===== src/rtl/pipe_stage_buf.sv =====
// pipe_stage_buf: elastic DEPTH-entry pipeline stage buffer; define PIPE_STAGE_BUF_ZERO_ON_FLUSH_EN to also clear storage on flush
module pipe_stage_buf #(
  parameter int DATA_W = 32,
  parameter int CTRL_W = 8,
  parameter int DEPTH = 2,
  parameter int CNT_W = 4
) (
  input  logic              clk,
  input  logic              reset,
  input  logic              flush,
  input  logic              in_valid,
  output logic              in_ready,
  input  logic [DATA_W-1:0] in_data,
  input  logic [CTRL_W-1:0] in_ctrl,
  output logic              out_valid,
  input  logic              out_ready,
  output logic [DATA_W-1:0] out_data,
  output logic [CTRL_W-1:0] out_ctrl,
  output logic [CNT_W-1:0]  count
);
  localparam int PW = DEPTH > 1 ? $clog2(DEPTH) : 1;
  localparam int SLOTS = 1 << PW;
  logic [DATA_W+CTRL_W-1:0] mem [SLOTS];
  logic [PW-1:0] wr_ptr, rd_ptr, wr_nxt, rd_nxt;
  logic push, pop;
  assign in_ready = count != CNT_W'(DEPTH);
  assign out_valid = count != '0;
  assign push = in_valid & in_ready & ~flush;
  assign pop = out_valid & out_ready & ~flush;
  assign wr_nxt = wr_ptr == PW'(DEPTH - 1) ? '0 : wr_ptr + 1'b1;
  assign rd_nxt = rd_ptr == PW'(DEPTH - 1) ? '0 : rd_ptr + 1'b1;
  assign out_data = mem[rd_ptr][DATA_W+CTRL_W-1:CTRL_W];
  assign out_ctrl = out_valid ? mem[rd_ptr][CTRL_W-1:0] : '0;
  always_ff @(posedge clk or posedge reset) begin
    if (reset) begin
      count <= '0;
      wr_ptr <= '0;
      rd_ptr <= '0;
      for (int i = 0; i < SLOTS; i++) mem[i] <= '0;
    end else if (flush) begin
      count <= '0;
      wr_ptr <= '0;
      rd_ptr <= '0;
`ifdef PIPE_STAGE_BUF_ZERO_ON_FLUSH_EN
      for (int i = 0; i < SLOTS; i++) mem[i] <= '0;
`endif
    end else begin
      if (push) begin
        mem[wr_ptr] <= {in_data, in_ctrl};
        wr_ptr <= wr_nxt;
      end
      if (pop) rd_ptr <= rd_nxt;
      if (push != pop) count <= push ? count + 1'b1 : count - 1'b1;
    end
  end
endmodule


===== config.mk =====
export PLATFORM = sky130hd
export DESIGN_NAME = pipe_stage_buf
export DESIGN_NICKNAME = d
export VERILOG_FILES = /design/src/rtl/pipe_stage_buf.sv
export SDC_FILE = /design/constraint.sdc
export NUM_CORES = 1
export LEC_CHECK = 0
export ABC_CLOCK_PERIOD_IN_PS = 4700
export BUFFER_PORTS_ARGS = -buffer_cell sky130_fd_sc_hd__buf_2
export CORE_UTILIZATION = 53
export CTS_BUF_LIST = sky130_fd_sc_hd__clkbuf_8
export CTS_CLUSTER_DIAMETER = 100
export CTS_CLUSTER_SIZE = 20
export DETAILED_ROUTE_END_ITERATION = 8
export GPL_ROUTABILITY_DRIVEN = 0
export PLACE_DENSITY = 0.81
export REMOVE_ABC_BUFFERS = 1
export SYNTH_ARGS = -nofsm -noshare
export SYNTH_HDL_FRONTEND = slang
export SYNTH_SLANG_ARGS = --single-unit

===== constraint.sdc =====
create_clock -name clk -period 4.7 [get_ports clk]
set_input_delay 0.47 -clock clk [delete_from_list [all_inputs] [get_ports clk]]
set_output_delay 0.47 -clock clk [all_outputs]
set_load 0.01 [all_outputs]

# Word level (Yosys, flattened, before mapping)
# Index checks and enable logic that the tools add are counted.
# Widths: inputs -> output; s select.
# totals
register_bits	86
input_bits	45
out_inout_bits	46
wordCells	43
# op_classes
n_addsub	4
n_lt_le_gt_ge	3
eq_ne	2
n_mux	16
bitwise	7
reduce_logical	6
# ops
op	n
$mux 40	4
$bwmux 80	1
$demux 40 s1	1
$mux 4	3
$mux 8	1
$mux 1	6
$reduce_bool 2->1	3
$add 4x1->4 const B	1
$and 1x1->1	4
$ge 2x2->1 const B	2
$ne 4x2->1 const B	1
$not 1->2	2
$reduce_bool 4->1	1
$sub 4x1->4 const B	1
$add 1x1->1 const B	2
$lt 2x1->1 const B	1
$reduce_and 2->1	1
$logic_and 1x1->1	1
$ne 1x1->1	1
$not 1->1	1

# Logic depth before layout (Yosys ltp)
# logic_depth
ltp_word	6
mapped_depth	9
ltp_nobuf	7

# Worst setup path before layout
# No wires, ideal clock.
# synth_path
path_type	reg2reg
from	register count[0]
to	register count[3]
setup_ns	0.104
t_arrival_ns	2.383
required_ns	4.596
setup_slack_ns	2.213
path_stages_with_launch	10
path_buffers	2
synth_period_minus_slack_ns	2.487
cell_sequence	dfrtp_1 -> buf_6 -> or4b_4 -> buf_6 -> nand3b_4 -> ha_1 -> a21oi_1 -> nand2_1 -> or4b_1 -> o311ai_1
# synth_between
elab_chain_len	6
elab_cells_between_ends	13
classes_between	add/sub (2); eq/ne (2); mux (3); bitwise (4); reduce/logical (2)
# synth_rtl
item	line_no	source
from (decl)	19	output logic [CNT_W-1:0] count
from (signal assigned)	53	if (push != pop) count <= push ? count + 1'b1 : count - 1'b1;
$ne 4x2->1 *	26	assign in_ready = count != CNT_W'(DEPTH);
named net in_ready	12	output logic in_ready,
$and 1x1->1 * (2 in series)	28	assign push = in_valid & in_ready & ~flush;
$mux 4 (2 in series)	53	
$mux 4	40	end else if (flush) begin
# Mark *: on every way through the listed nets, which the timed path passes. The rest lies on a longest branch. The select of a mux whose other input is x is not followed.
# A chain may end at the register's enable or synchronous reset.

# Worst setup path in the final report
# layout_path
from	register count[0]
to	register mem[0] (netlist bit)
# layout_between
elab_chain_len	4
# layout_rtl
item	line_no	source
$ne 4x2->1	26	
$and 1x1->1 (2 in series)	28	
$reduce_and 2->1 (no source line)	n/a	
to (signal, indexed assignment)	49	mem[wr_ptr] <= {in_data, in_ctrl};
to (decl)	23	logic [DATA_W+CTRL_W-1:0] mem [SLOTS];
# No other way between the ends.

==> results.py <==
metrics = {
    "critical_path": {
        "crit_chain": "or4b_4 > nand4b_1 > buf_4 > mux2_2",
        "cp.required_ns": 4.94,
        "arrival_ns": 2.97,
        "critPathMaxFanout": 24,
        "critical-path-max-stage-delay_ns": 0.66,
        "slowest_stage": "nand4b_1",
        "critPathKind": "flip-flop to flip-flop",
        "crit_path_end_kind": "flip-flop",
        "crit_path_start_kind": "flip-flop",
        "ff2ff_path_depth": 4,
    },
    "floorplanning": {
        "fp.dieW_um": 88.6,
        "rows": 31,
        "start_util_pct": 54.7,
        "die-area_um2": 7840,
        "io_pins": 91,
        "die_y_um": 88.6,
        "coreArea_um2": 7250,
    },
    "job": {
        "max-cap-violations": 0,
    },
    "synth": {
        "syn_area_um2": 3970,
        "synth-edff-count": 0,
        "synth-seq-cells": 86,
        "yosys-top-cells-area": "dfrtp_1 (54%), mux2_2 (30%), mux2i_1 (2.8%)",
        "postSynthCellCount": 274,
        "synth_most_common_cell": "mux2_2",
        "synth_largest_area_cell": "dfrtp_1",
        "yosysWarnings": 0,
        "synth_commonest_cells": "mux2_2 (106), dfrtp_1 (86), nor2_1 (14), mux2i_1 (11)",
        "ys_async_sr_fraction_pct": 100,
        "synth.top_cell.area_share_pct": 54.2,
        "ys_seq_area_share_pct": 54.2,
        "synth_cell_types": 31,
        "syn_avg_cell_area_um2": 14.5,
        "ys.flop_type": "dfrtp_1",
    },
    "routing": {
        "routed-wl-met2_mm": 3.57,
        "highest_layer": "met4",
        "route.met3.wl_um": 453,
        "routed_wirelength_mm": 7.29,
        "wl_per_cell_um": 15.7,
        "viasPerCell": 5.27,
        "ant_nets": 0,
        "drt_iter0_drc": 83,
        "post-route-drc-count": 0,
        "wl_met1_mm": 3.20,
        "vias": 2445,
        "drtPass1Iterations": 4,
    },
    "finish": {
        "drive_above_1_share_pct": 60.5,
        "n_fill_cell": 568,
        "instances_no_fill": 464,
        "final_nets": 409,
        "syn_to_final_growth_pct": 16.8,
        "multi_input_area_um2": 1670,
        "n_antenna_cell": 0,
        "final-seq-area_um2": 2150,
    },
    "cts": {
        "clock-sinks": 86,
        "insertion_delay_ns": 0.36,
        "ctsHoldBuffers": 0,
        "post-cts-setup-buffer-count": 0,
        "cts_resized": 0,
        "cts_tree": "done",
        "htree_levels": 3,
        "root_buffer": "clkbuf_8",
        "numCtsBuffers": 9,
        "clockBufferDepth": 2,
        "clkTransAtPathRegs_ns": 0.08,
    },
    "placed_design": {
        "dp.cells": 449,
        "port_buffers": 90,
        "dp_hpwl_mm": 5.07,
    },
    "global_routing": {
        "grt_pass1_vias": 2563,
        "grt_overflow": 0,
        "antenna_found_initial": 0,
        "grt_max_degree": 49,
        "grt_pass1_wl_mm": 11.8,
        "grt_use_total_pct": 20.0,
    },
    "power": {
        "swShare_pct": 34.5,
        "vdd_drop_max_mv": 0.430,
        "pwr-share-clk_pct": 15.2,
        "pwr-share-comb_pct": 43.0,
        "p_leak_nw": 2.15,
        "p_seq_share_pct": 41.8,
        "power.density_nw_per_um2": 713,
        "p_sw_mw": 1.14,
        "p_int_mw": 2.16,
    },
    "sta": {
        "skew_ns": 0.0108,
        "fmax_ghz": 0.366,
        "setup_tns_ns": 0,
        "rsz0062_at_grt": "false",
        "hold_viol": 0,
        "drv_slew": 0,
        "finalSetupViolCount": 0,
        "relSlewSlack_pct": 31.6,
        "period_share_pct": 58.1,
        "tightest_slew_ns": 1.03,
        "fin_crit_ns": 2.73,
    },
    "outcome": {
        "outcome": "complete, no violations",
    },
    "min_path": {
        "hold_class": "primary input to async pin",
    },
}
-- critical path, delay by kind of cell (launching register included) --
family / cells / cell delay [ns]
muxes: 1 / 0.38
DFF: 1 / 0.48
and+or+nand+nor: 2 / 1.29
buffers and inverters: 1 / 0.45
-- layout by cell type (no fill, tap or decap), types with 2 or more instances in the layout --
cell type	netlist	routed
a211oi_1	3	3
a21oi_1	2	2
buf_2	1	90
buf_4	5	4
clkbuf_8	0	9
clkinv_2	0	3
clkinvlp_4	0	2
dfrtp_1	86	85
ha_1	2	2
inv_1	5	4
mux2_1	6	6
mux2_2	106	106
mux2i_1	11	11
nand2_1	2	2
nand3_1	2	2
nor2_1	14	14
xnor2_1	2	2
xor2_1	2	2
-- final timing paths --
check	from	to	slack [ns]
setup / recovery	count[0]$_DFFE_PP0P_	mem[0]$_DFFE_PP0P_	1.97
hold / removal	reset	mem[75]$_DFFE_PP0P_	0.17
setup reg to reg	count[0]$_DFFE_PP0P_	mem[0]$_DFFE_PP0P_	1.97
hold reg to reg	mem[71]$_DFFE_PP0P_	mem[71]$_DFFE_PP0P_	0.48
max in group asynchronous	reset	mem[12]$_DFFE_PP0P_	3.50
min in group clk	in_data[22]	mem[30]$_DFFE_PP0P_	0.34
-- cells by family after synthesis --
| group | after synthesis | share of synthesized area, % |
|---|---|---|
| buf+inv | 23 | 3.81 |
| fa+ha+maj | 3 | 1.13 |
| compound gates | 9 | 1.73 |
| simple gates | 26 | 3.69 |
| mux | 123 | 34.5 |
| xor+xnor | 4 | 0.883 |
| flops | 86 | 54.2 |
-- flip-flops by register name, indices dropped and copies added (netlist names) --
signal  count
mem        80
count       4
wr_ptr      1
rd_ptr      1
-- layer usage --
metal | up-vias | global-route usage [%]
li1 | 1141 | -
met1 | 1229 | 24.6
met2 | 68 | 33.7
met3 | 7 | 6.90
met4 | 0 | 5.72
met5 | - | 0
-- layout make-up --
type                    count  share of cell area, %
well taps                  99                   2.67
inverters                   5                  0.432
multi-input cells         165                   36.0
flip-flops and latches     86                   46.4
repair buffers             94                   10.4
clock inverters             6                   1.38
clock buffers               9                   2.67
-- power by group through the flow --
stage               Sequential, mW  Clock, mW  Combinational (mW)
global placement              1.37          0                1.40
finish                        1.38      0.501                1.42
floorplan                     1.32          0                1.00
global route                  1.44      0.544                1.56
CTS                           1.39      0.513                1.44
detailed placement            1.40          0                1.43
-- metrics by stage --
step	total power [mW]	util (%)	setup WS (ns)	instance area (um^2)	hold WS [ns]
after CTS	3.35	63.9	1.94	4640	0.190
final	3.30	63.9	1.97	4640	0.174
after global routing	3.54	63.9	1.86	4640	0.229
after global placement	2.76	61.3	2.01	4450	0.466
after detailed placement	2.84	61.3	1.95	4450	0.472
after floorplan	2.32	-	1.94	3840	0.454
Power figures use the tool's default switching activity.
